**src/rtl/mul_share_arb_if.sv**
```systemverilog
// ---------------------------------------------------------------------------
// mul_share_arb_if
// Requester-side bundle of the shared-multiplier arbiter.
//   req_valid/req_ready : per-port request handshake (one-hot ready)
//   req_a/req_b         : per-port 32-bit operands, port i at [32i+31:32i]
//   resp_valid/resp_ready: per-port response handshake (one-hot valid)
//   resp_data           : 64-bit product shared by all ports
//   resp_err            : watchdog timeout flag, qualified by resp_valid
// master = requester side, slave = arbiter side.
// ---------------------------------------------------------------------------
interface mul_share_arb_if #(
   parameter int NUM_REQ = 4
);
   logic [NUM_REQ-1:0]    req_valid;
   logic [NUM_REQ-1:0]    req_ready;
   logic [32*NUM_REQ-1:0] req_a;
   logic [32*NUM_REQ-1:0] req_b;
   logic [NUM_REQ-1:0]    resp_valid;
   logic [NUM_REQ-1:0]    resp_ready;
   logic [63:0]           resp_data;
   logic                  resp_err;

   modport master (
      output req_valid, req_a, req_b, resp_ready,
      input  req_ready, resp_valid, resp_data, resp_err
   );

   modport slave (
      input  req_valid, req_a, req_b, resp_ready,
      output req_ready, resp_valid, resp_data, resp_err
   );
endinterface

```
**src/rtl/mul_share_arb.sv**
```systemverilog
// ---------------------------------------------------------------------------
// mul_share_arb
// Round-robin arbiter/sequencer sharing one 32x32 shift-add multiplier among
// NUM_REQ requesters. One operation is outstanding at a time:
// IDLE (grant) -> ISSUE (start pulse) -> WAIT (multiplier busy) -> RESP.
// Ports:
//   clk, rst     : clock, synchronous active-high reset
//   bus          : requester interface (slave modport)
//   mul_start_o  : one-cycle start pulse to the multiplier
//   mul_a_o/_b_o : registered operands to the multiplier
//   mul_data_i   : multiplier product
//   mul_ready_i  : multiplier done level, only looked at in WAIT
// ---------------------------------------------------------------------------
module mul_share_arb #(
   parameter int NUM_REQ    = 4,
   parameter int WAIT_LIMIT = 40
) (
   input  logic           clk,
   input  logic           rst,
   mul_share_arb_if.slave bus,
   output logic           mul_start_o,
   output logic [31:0]    mul_a_o,
   output logic [31:0]    mul_b_o,
   input  logic [63:0]    mul_data_i,
   input  logic           mul_ready_i
);
   localparam int IW = $clog2(NUM_REQ);
   localparam int WW = $clog2(WAIT_LIMIT + 1);

   localparam logic [1:0] S_IDLE  = 2'd0;
   localparam logic [1:0] S_ISSUE = 2'd1;
   localparam logic [1:0] S_WAIT  = 2'd2;
   localparam logic [1:0] S_RESP  = 2'd3;

   logic [1:0]    state_q,     state_d;
   logic [IW-1:0] last_gnt_q,  last_gnt_d;
   logic [IW-1:0] gnt_idx_q,   gnt_idx_d;
   logic [31:0]   mul_a_q,     mul_a_d;
   logic [31:0]   mul_b_q,     mul_b_d;
   logic [WW-1:0] wdog_q,      wdog_d;
   logic [63:0]   resp_data_q, resp_data_d;
   logic          resp_err_q,  resp_err_d;

   logic [31:0]   a_arr [NUM_REQ];
   logic [31:0]   b_arr [NUM_REQ];
   logic          win_found;
   logic [IW-1:0] win_idx;

   genvar g;
   for (g = 0; g < NUM_REQ; g++) begin : g_split
      assign a_arr[g] = bus.req_a[32*g +: 32];
      assign b_arr[g] = bus.req_b[32*g +: 32];
   end

   // Round-robin search starting one past the last winner. The sum is kept
   // one bit wider so the wrap can be done with a single subtraction.
   always_comb begin
      logic [IW:0]   sum;
      logic [IW-1:0] idx;
      win_found = 1'b0;
      win_idx   = '0;
      for (int k = 1; k <= NUM_REQ; k++) begin
         sum = {1'b0, last_gnt_q} + (IW+1)'(k);
         if (sum >= (IW+1)'(NUM_REQ)) begin
            sum = sum - (IW+1)'(NUM_REQ);
         end
         idx = sum[IW-1:0];
         if (!win_found && bus.req_valid[idx]) begin
            win_found = 1'b1;
            win_idx   = idx;
         end
      end
   end

   always_comb begin
      state_d     = state_q;
      last_gnt_d  = last_gnt_q;
      gnt_idx_d   = gnt_idx_q;
      mul_a_d     = mul_a_q;
      mul_b_d     = mul_b_q;
      wdog_d      = wdog_q;
      resp_data_d = resp_data_q;
      resp_err_d  = resp_err_q;
      case (state_q)
         S_IDLE: begin
            if (win_found) begin
               mul_a_d    = a_arr[win_idx];
               mul_b_d    = b_arr[win_idx];
               gnt_idx_d  = win_idx;
               last_gnt_d = win_idx;
               state_d    = S_ISSUE;
            end
         end
         S_ISSUE: begin
            wdog_d  = '0;
            state_d = S_WAIT;
         end
         S_WAIT: begin
            wdog_d = wdog_q + 1'b1;
            if (mul_ready_i) begin
               resp_data_d = mul_data_i;
               resp_err_d  = 1'b0;
               state_d     = S_RESP;
            end else if (wdog_q == WW'(WAIT_LIMIT - 1)) begin
               resp_data_d = '0;
               resp_err_d  = 1'b1;
               state_d     = S_RESP;
            end
         end
         S_RESP: begin
            if (bus.resp_ready[gnt_idx_q]) begin
               state_d = S_IDLE;
            end
         end
         default: state_d = S_IDLE;
      endcase
   end

   always_ff @(posedge clk) begin
      if (rst) begin
         state_q     <= S_IDLE;
         last_gnt_q  <= IW'(NUM_REQ - 1);
         gnt_idx_q   <= '0;
         mul_a_q     <= '0;
         mul_b_q     <= '0;
         wdog_q      <= '0;
         resp_data_q <= '0;
         resp_err_q  <= 1'b0;
      end else begin
         state_q     <= state_d;
         last_gnt_q  <= last_gnt_d;
         gnt_idx_q   <= gnt_idx_d;
         mul_a_q     <= mul_a_d;
         mul_b_q     <= mul_b_d;
         wdog_q      <= wdog_d;
         resp_data_q <= resp_data_d;
         resp_err_q  <= resp_err_d;
      end
   end

   assign bus.req_ready  = (state_q == S_IDLE && win_found) ?
                           (NUM_REQ'(1) << win_idx) : '0;
   assign bus.resp_valid = (state_q == S_RESP) ? (NUM_REQ'(1) << gnt_idx_q) : '0;
   assign bus.resp_data  = resp_data_q;
   assign bus.resp_err   = resp_err_q;
   assign mul_start_o    = (state_q == S_ISSUE);
   assign mul_a_o        = mul_a_q;
   assign mul_b_o        = mul_b_q;
endmodule

```
**src/flat_wrapper.sv**
```systemverilog
// flat-port wrapper written by rule: the top's interface ports become plain ports
module mul_share_arb_flat 
#(
   parameter int NUM_REQ    = 4,
   parameter int WAIT_LIMIT = 40
)
  (clk, rst, mul_start_o, mul_a_o, mul_b_o, mul_data_i, mul_ready_i, bus_req_valid, bus_req_a, bus_req_b, bus_resp_ready, bus_req_ready, bus_resp_valid, bus_resp_data, bus_resp_err);
  mul_share_arb_if #(.NUM_REQ(NUM_REQ)) bus_i ();
  input  logic clk;
  input  logic rst;
  output logic mul_start_o;
  output logic [31:0] mul_a_o;
  output logic [31:0] mul_b_o;
  input  logic [63:0] mul_data_i;
  input  logic mul_ready_i;
  input wire logic [$bits(bus_i.req_valid)-1:0] bus_req_valid;
  input wire logic [$bits(bus_i.req_a)-1:0] bus_req_a;
  input wire logic [$bits(bus_i.req_b)-1:0] bus_req_b;
  input wire logic [$bits(bus_i.resp_ready)-1:0] bus_resp_ready;
  output wire logic [$bits(bus_i.req_ready)-1:0] bus_req_ready;
  output wire logic [$bits(bus_i.resp_valid)-1:0] bus_resp_valid;
  output wire logic [$bits(bus_i.resp_data)-1:0] bus_resp_data;
  output wire logic [$bits(bus_i.resp_err)-1:0] bus_resp_err;
  assign bus_i.req_valid = bus_req_valid;
  assign bus_i.req_a = bus_req_a;
  assign bus_i.req_b = bus_req_b;
  assign bus_i.resp_ready = bus_resp_ready;
  assign bus_req_ready = bus_i.req_ready;
  assign bus_resp_valid = bus_i.resp_valid;
  assign bus_resp_data = bus_i.resp_data;
  assign bus_resp_err = bus_i.resp_err;
  mul_share_arb #(.NUM_REQ(NUM_REQ), .WAIT_LIMIT(WAIT_LIMIT)) u_core (.clk(clk), .rst(rst), .bus(bus_i), .mul_start_o(mul_start_o), .mul_a_o(mul_a_o), .mul_b_o(mul_b_o), .mul_data_i(mul_data_i), .mul_ready_i(mul_ready_i));
endmodule
```
**config.mk**
```make
export PLATFORM = sky130hd
export DESIGN_NAME = mul_share_arb_flat
export DESIGN_NICKNAME = d
export VERILOG_FILES = /design/src/rtl/mul_share_arb_if.sv /design/src/rtl/mul_share_arb.sv /design/src/flat_wrapper.sv
export SDC_FILE = /design/constraint.sdc
export NUM_CORES = 1
export LEC_CHECK = 0
export BUFFER_PORTS_ARGS = -buffer_cell sky130_fd_sc_hd__buf_2
export CORE_AREA = 2 2 181 183
export CTS_BUF_LIST = sky130_fd_sc_hd__clkbuf_8
export DETAILED_ROUTE_END_ITERATION = 12
export DIE_AREA = 0 0 183 185
export PLACE_DENSITY_LB_ADDON = 0.08
export SYNTH_ARGS = -nofsm -noshare
export SYNTH_HDL_FRONTEND = slang
export SYNTH_SLANG_ARGS = --single-unit
```
**constraint.sdc**
```tcl
create_clock -name clk -period 2 [get_ports clk]
set_input_delay 0.6 -clock clk [delete_from_list [all_inputs] [get_ports clk]]
set_output_delay 0.6 -clock clk [all_outputs]
set_load 0.03 [all_outputs]
```
# Word-level counts from Yosys, hierarchy flattened
# Index checks and enable logic that the tools add are counted.
# totals
reg_bits	141
output_inout_bits	138
# classes
shift	2
add_sub_neg	9
reduce_logical	13
eq_ne	7
n_lt_le_gt_ge	10
mux	40
bitwise_logic	1
# ops
op	count
32-bit binary-select mux with 2-bit select	2
32-bit two-way mux	4
64-bit two-way mux	2
2-bit two-way mux	12
3-bit greater-or-equal comparator, second input constant	5
2-bit by 3-bit less-than comparator with 1-bit output, second input constant	5
6-bit one-hot mux with 2 select lines	1
1-bit two-way mux	11
1-bit binary-select mux with 2-bit select	5
4-bit two-way mux	2
2-bit one-hot mux with 4 select lines	1
1-bit by 2-bit left shift with 4-bit output, first input constant	2
2-bit by 1-bit subtractor with 2-bit output, second input constant	4
2-bit by 2-bit adder with 3-bit output, second input constant	2
6-bit by 1-bit adder with 6-bit output, second input constant	1
6-bit == test, second input constant	1
2-bit == test, second input constant	2
1-bit logical AND	4
2-bit by 1-bit != test with 1-bit output, second input constant	2
2-bit AND reduction	2
2-bit nonzero test	2
2-bit by 1-bit adder with 3-bit output, second input constant	1
2-bit by 3-bit adder with 3-bit output, second input constant	1
1-bit logical NOT	3
other kinds (5)	5

# Depth between registers and ports, before layout
# depth
depth_word	19
depth_mapped	8
ltp_nobuf	6

# Worst setup path before layout
# Ideal clock, no wire load.
# synth_path
path_kind	input -> output
startpoint	input port bus_req_valid[1]
endpoint	output port bus_req_ready[0]
path_slack_ns	-0.673
arrival_time_ns	2.073
t_required_ns	1.400
path_buffers	2
cell_stages	6
cell_sequence	inv_1 o22ai_1 a211oi_1 buf_2 buf_2 nor3b_1
# synth_between
elab_chain_cells	14
elab_cells_between_ends	25
# synth_rtl
item	line	text
start, declared	flat_wrapper.sv:16	input wire logic [$bits(bus_i.req_valid)-1:0] bus_req_valid;
1-bit binary-select mux with 2-bit select	mul_share_arb.sv:68	if (!win_found && bus.req_valid[idx]) begin
1-bit two-way mux (implied by the code)	mul_share_arb.sv:68	
1-bit two-way mux	mul_share_arb.sv:68	
1-bit logical NOT	mul_share_arb.sv:68	
1-bit logical AND	mul_share_arb.sv:68	
1-bit two-way mux	mul_share_arb.sv:68	
1-bit logical NOT	mul_share_arb.sv:68	
1-bit logical AND	mul_share_arb.sv:68	
1-bit two-way mux	mul_share_arb.sv:68	
1-bit logical NOT	mul_share_arb.sv:68	
1-bit logical AND	mul_share_arb.sv:68	
2-bit two-way mux / 1-bit two-way mux (equally long branches)	mul_share_arb.sv:68	
1-bit by 2-bit left shift with 4-bit output / 1-bit logical AND (equally long branches)	mul_share_arb.sv:142, mul_share_arb.sv:141	
4-bit two-way mux (*)	mul_share_arb.sv:141	assign bus.req_ready = (state_q == S_IDLE && win_found) ?
end, declared	flat_wrapper.sv:20	output wire logic [$bits(bus_i.req_ready)-1:0] bus_req_ready;
# Every way passes the cells marked *; elsewhere a longest branch is shown, timed or not. The select of a mux whose other input is x is not followed.

# Final worst setup path
# Same ends and word-level chain as after synthesis.

==> qor.csv <==
stage;metric;value;unit
critical_path;crit_type;in -> out;
clocking;clkTransAtPathRegs;0.10;ns
sta;fin_worst_skew;0.0113;ns
clocking;cts_buffers;17;
yosys;synth_seq_cells;141;
yosys;synth_warnings;0;
sta;finalHoldViolations;0;
placed_design;place_hpwl;21.2;mm
yosys;yosysSeqAreaShare;41.3;%
power_and_ir_drop;power.leakage;5.26;nW
status;status;finished, violations left;
power_and_ir_drop;peakVddDrop;460;uV
yosys;synth_area_leaders;dfxtp_1, mux2i_1, o221ai_2;
yosys;async_reset_ff_share;0;%
sta;fin_crit;2.41;ns
finish;layout-drive-gt1-share;55.8;%
global_route;gr-total-overflow;0;
worst_hold_path;hold_path.class;in -> reg;
critical_path;setup.worst_path.end_class;output pin;
die;io_pins;469;
worst_hold_path;holdPathEnd;u_core.bus.resp_data[57]$_SDFFE_PP0P_;
sta;slew_headroom;51.1;%
die;die-area;33900;um^2
yosys;yosysTopAreaCellShare;41.3;%
clocking;cts_buffer_depth;2;
clocking;root_buffer;clkbuf_8;
clocking;clock_latency;0.46;ns
clocking;cts_hold_buf;0;
sta;report.final.slew_viol_count;0;
finish;n_fill_cell;3382;
sta;finalSetupViolCount;11;
placed_design;postPlaceCellArea;9910;um^2
finish;antennaDiodeCount;0;
yosys;synth_edf_count;0;
global_route;grt_pass1_wl;40.6;mm
global_route;grt_usage;15.8;%
die;start_util;21.3;%
finish;final_common_cell;buf_2;
yosys;synthDistinctLibCells;39;
routing;antenna_left;0;
critical_path;critPathMaxFanout;4;
clocking;cts_tree;yes;
routing;wl_per_cell;18.1;um
finish;final_cell_mix;buf_2, dfxtp_1, mux2i_1;
critical_path;rr_startpoint;u_core.last_gnt_q[1]$_SDFFE_PP1P_;
routing;viasPerCell;4.38;
critical_path;critical_path_required;1.40;ns
routing;vias;6827;
yosys;syn_inst;661;
sta;finalWorstSetupSlack;-0.414;ns
power_and_ir_drop;p_per_area;1330;nW/um^2
clocking;cts_max_level;4;
die;coreArea;32000;um^2
sta;rsz0062_at_grt;yes;
sta;fin_crit_sh;121;%
placed_design;gp_congestion;0.743;
sta;tightestPinTransition;0.734;ns
global_route;use_met3;5.49;%
routing;drc;0;
finish;final_nets;1475;
die;die_w;183;um
yosys;synth_ff_type;dfxtp_1;
routing;drt-initial-drc-count;251;
global_route;use_met2;28.0;%
routing;routed_wl;28.3;mm
sta;timing.fmax;414;MHz
die;die_y;185;um
placed_design;io_buffers;468;
clocking;clock_sinks;141;
finish;design_area;10700;um^2
status;violations;setup timing;
worst_hold_path;min_path_cells;3;
critical_path;reg2regPathDepth;6;
global_route;grt_pass1_vias;6846;
routing;dr.pass1.iters;4;
global_route;grtUsageMet1;18.3;%
critical_path;worstReg2RegEnd;u_core.mul_a_o[25]$_SDFFE_PP0P_;
yosys;synth_area;6830;um^2
die;num_rows;66;
global_route;grt_max_degree;67;
yosys;yosys.area.top_type;dfxtp_1;
critical_path;cp.arrival;1.81;ns
power_and_ir_drop;fin_total_pwr;14.2;mW
yosys;syn_avg_cell_area;10.3;um^2
worst_hold_path;hp-start;mul_data_i[57];
global_route;antenna_found_initial;2;
job;maxCapViolCount;0;
critical_path;reg2reg_slack;0.01;ns
yosys;syn-num-nets;998;
critical_path;cp-start-kind;input port;
finish;area_growth_syn_to_layout;56.6;%
global_route;busiest_layer;met2;
critical path, stage by stage:
cell and delay [ns]:
buf_2 0.14, inv_1 0.09, o22ai_1 0.12, a211oi_4 0.32
nor3b_4 0.34, buf_6 0.19
per-stage QoR:
stage	TNS [ns]	util [%]	setup WS, ns	hold slack, ns	std cells
after global placement	-23.40	30.9	-0.526	0.440	1520
after global routing	-3.61	33.4	-0.476	0.335	1559
after detailed placement	-24.12	30.9	-0.527	0.442	1520
after floorplan	-0.448	-	-0.205	0.479	661
final	-1.53	33.4	-0.414	0.384	1559
after CTS	-1.69	33.2	-0.442	0.330	1558
synth_stat cells, types with 2 or more instances:
master / number
nand2b_1: 4
mux2i_1: 130
a22oi_1: 64
ha_1: 6
nor3b_1: 2
xor2_1: 4
nand4_1: 2
and2_1: 2
buf_2: 13
clkbuf_4: 4
a21oi_1: 5
o221ai_2: 60
inv_1: 6
buf_4: 5
o221ai_1: 4
nand2_1: 69
o22ai_1: 2
clkbuf_1: 28
a211oi_1: 3
nor2_1: 77
dfxtp_1: 141
buf_6: 7
nor3_1: 5
and3_1: 3
kinds of logic (layout without fill, tap and decap cells):
logic type / Yosys count / count (layout) / synth area share, %
AND/OR/NAND/NOR: 169 / 169 / 10.1
AO/OA/AOI/OAI: 144 / 144 / 22.4
flip-flops: 141 / 141 / 41.3
multiplexers: 131 / 131 / 19.4
buffers and inverters: 65 / 555 / 5.08
adder cells (fa/ha/maj): 6 / 6 / 1.10
XOR/XNOR: 5 / 5 / 0.641
registers in the layout, summed over array words and instances, names as in the netlist:
register              count
u_core.bus.resp_err       1
u_core.gnt_idx_q          2
u_core.mul_a_o           32
u_core.wdog_q             6
u_core.bus.resp_data     64
u_core.mul_b_o           32
u_core.state_q            2
u_core.last_gnt_q         2
repair_timing:
action,in CTS,in global routing
pin swaps,6,0
endpoints found under the setup margin,61,42
buffers inserted,6,0
gates cloned,2,1
gates resized for setup,46,6
report_power, final:
group	total (mW)	internal, mW	switching (mW)
Sequential	4.02	3.60	0.419
Clock	2.71	1.39	1.32
Combinational	7.50	3.06	4.43
area by class of cell:
cell class / count / area, um^2 / area share (%)
multi-input combinational: 455 / 3840 / 35.9
clock buffer: 17 / 234 / 2.19
clock inverter: 15 / 211 / 1.98
timing repair buffer: 516 / 3040 / 28.4
sequential: 141 / 2830 / 26.5
inverter: 7 / 26.3 / 0.246
tap: 408 / 510 / 4.78
metal layers:
layer	share of wire (%)	vias to the layer above
met5	0.085	-
met4	1.0	4
met3	8.1	17
met2	50	275
met1	41	3119
li1	-	3412
worst max-delay path by stage:
stage                                 startpoint  cells past startpoint                         endpoint  slack (ns)
3_5_place_dp                    bus_req_valid[1]                      9  u_core.mul_a_o[11]$_SDFFE_PP0P_       -0.53
3_3_place_gp                    bus_req_valid[1]                      9  u_core.mul_a_o[11]$_SDFFE_PP0P_       -0.53
5_1_grt        u_core.last_gnt_q[0]$_SDFFE_PP1P_                      5                 bus_req_ready[0]       -0.48
6_report                        bus_req_valid[1]                      6                 bus_req_ready[0]       -0.41
2_1_floorplan                   bus_req_valid[2]                      6                 bus_req_ready[0]       -0.20
4_1_cts        u_core.last_gnt_q[1]$_SDFFE_PP1P_                      4                 bus_req_ready[0]       -0.44
Note: power is estimated with default switching activity, not from simulation.
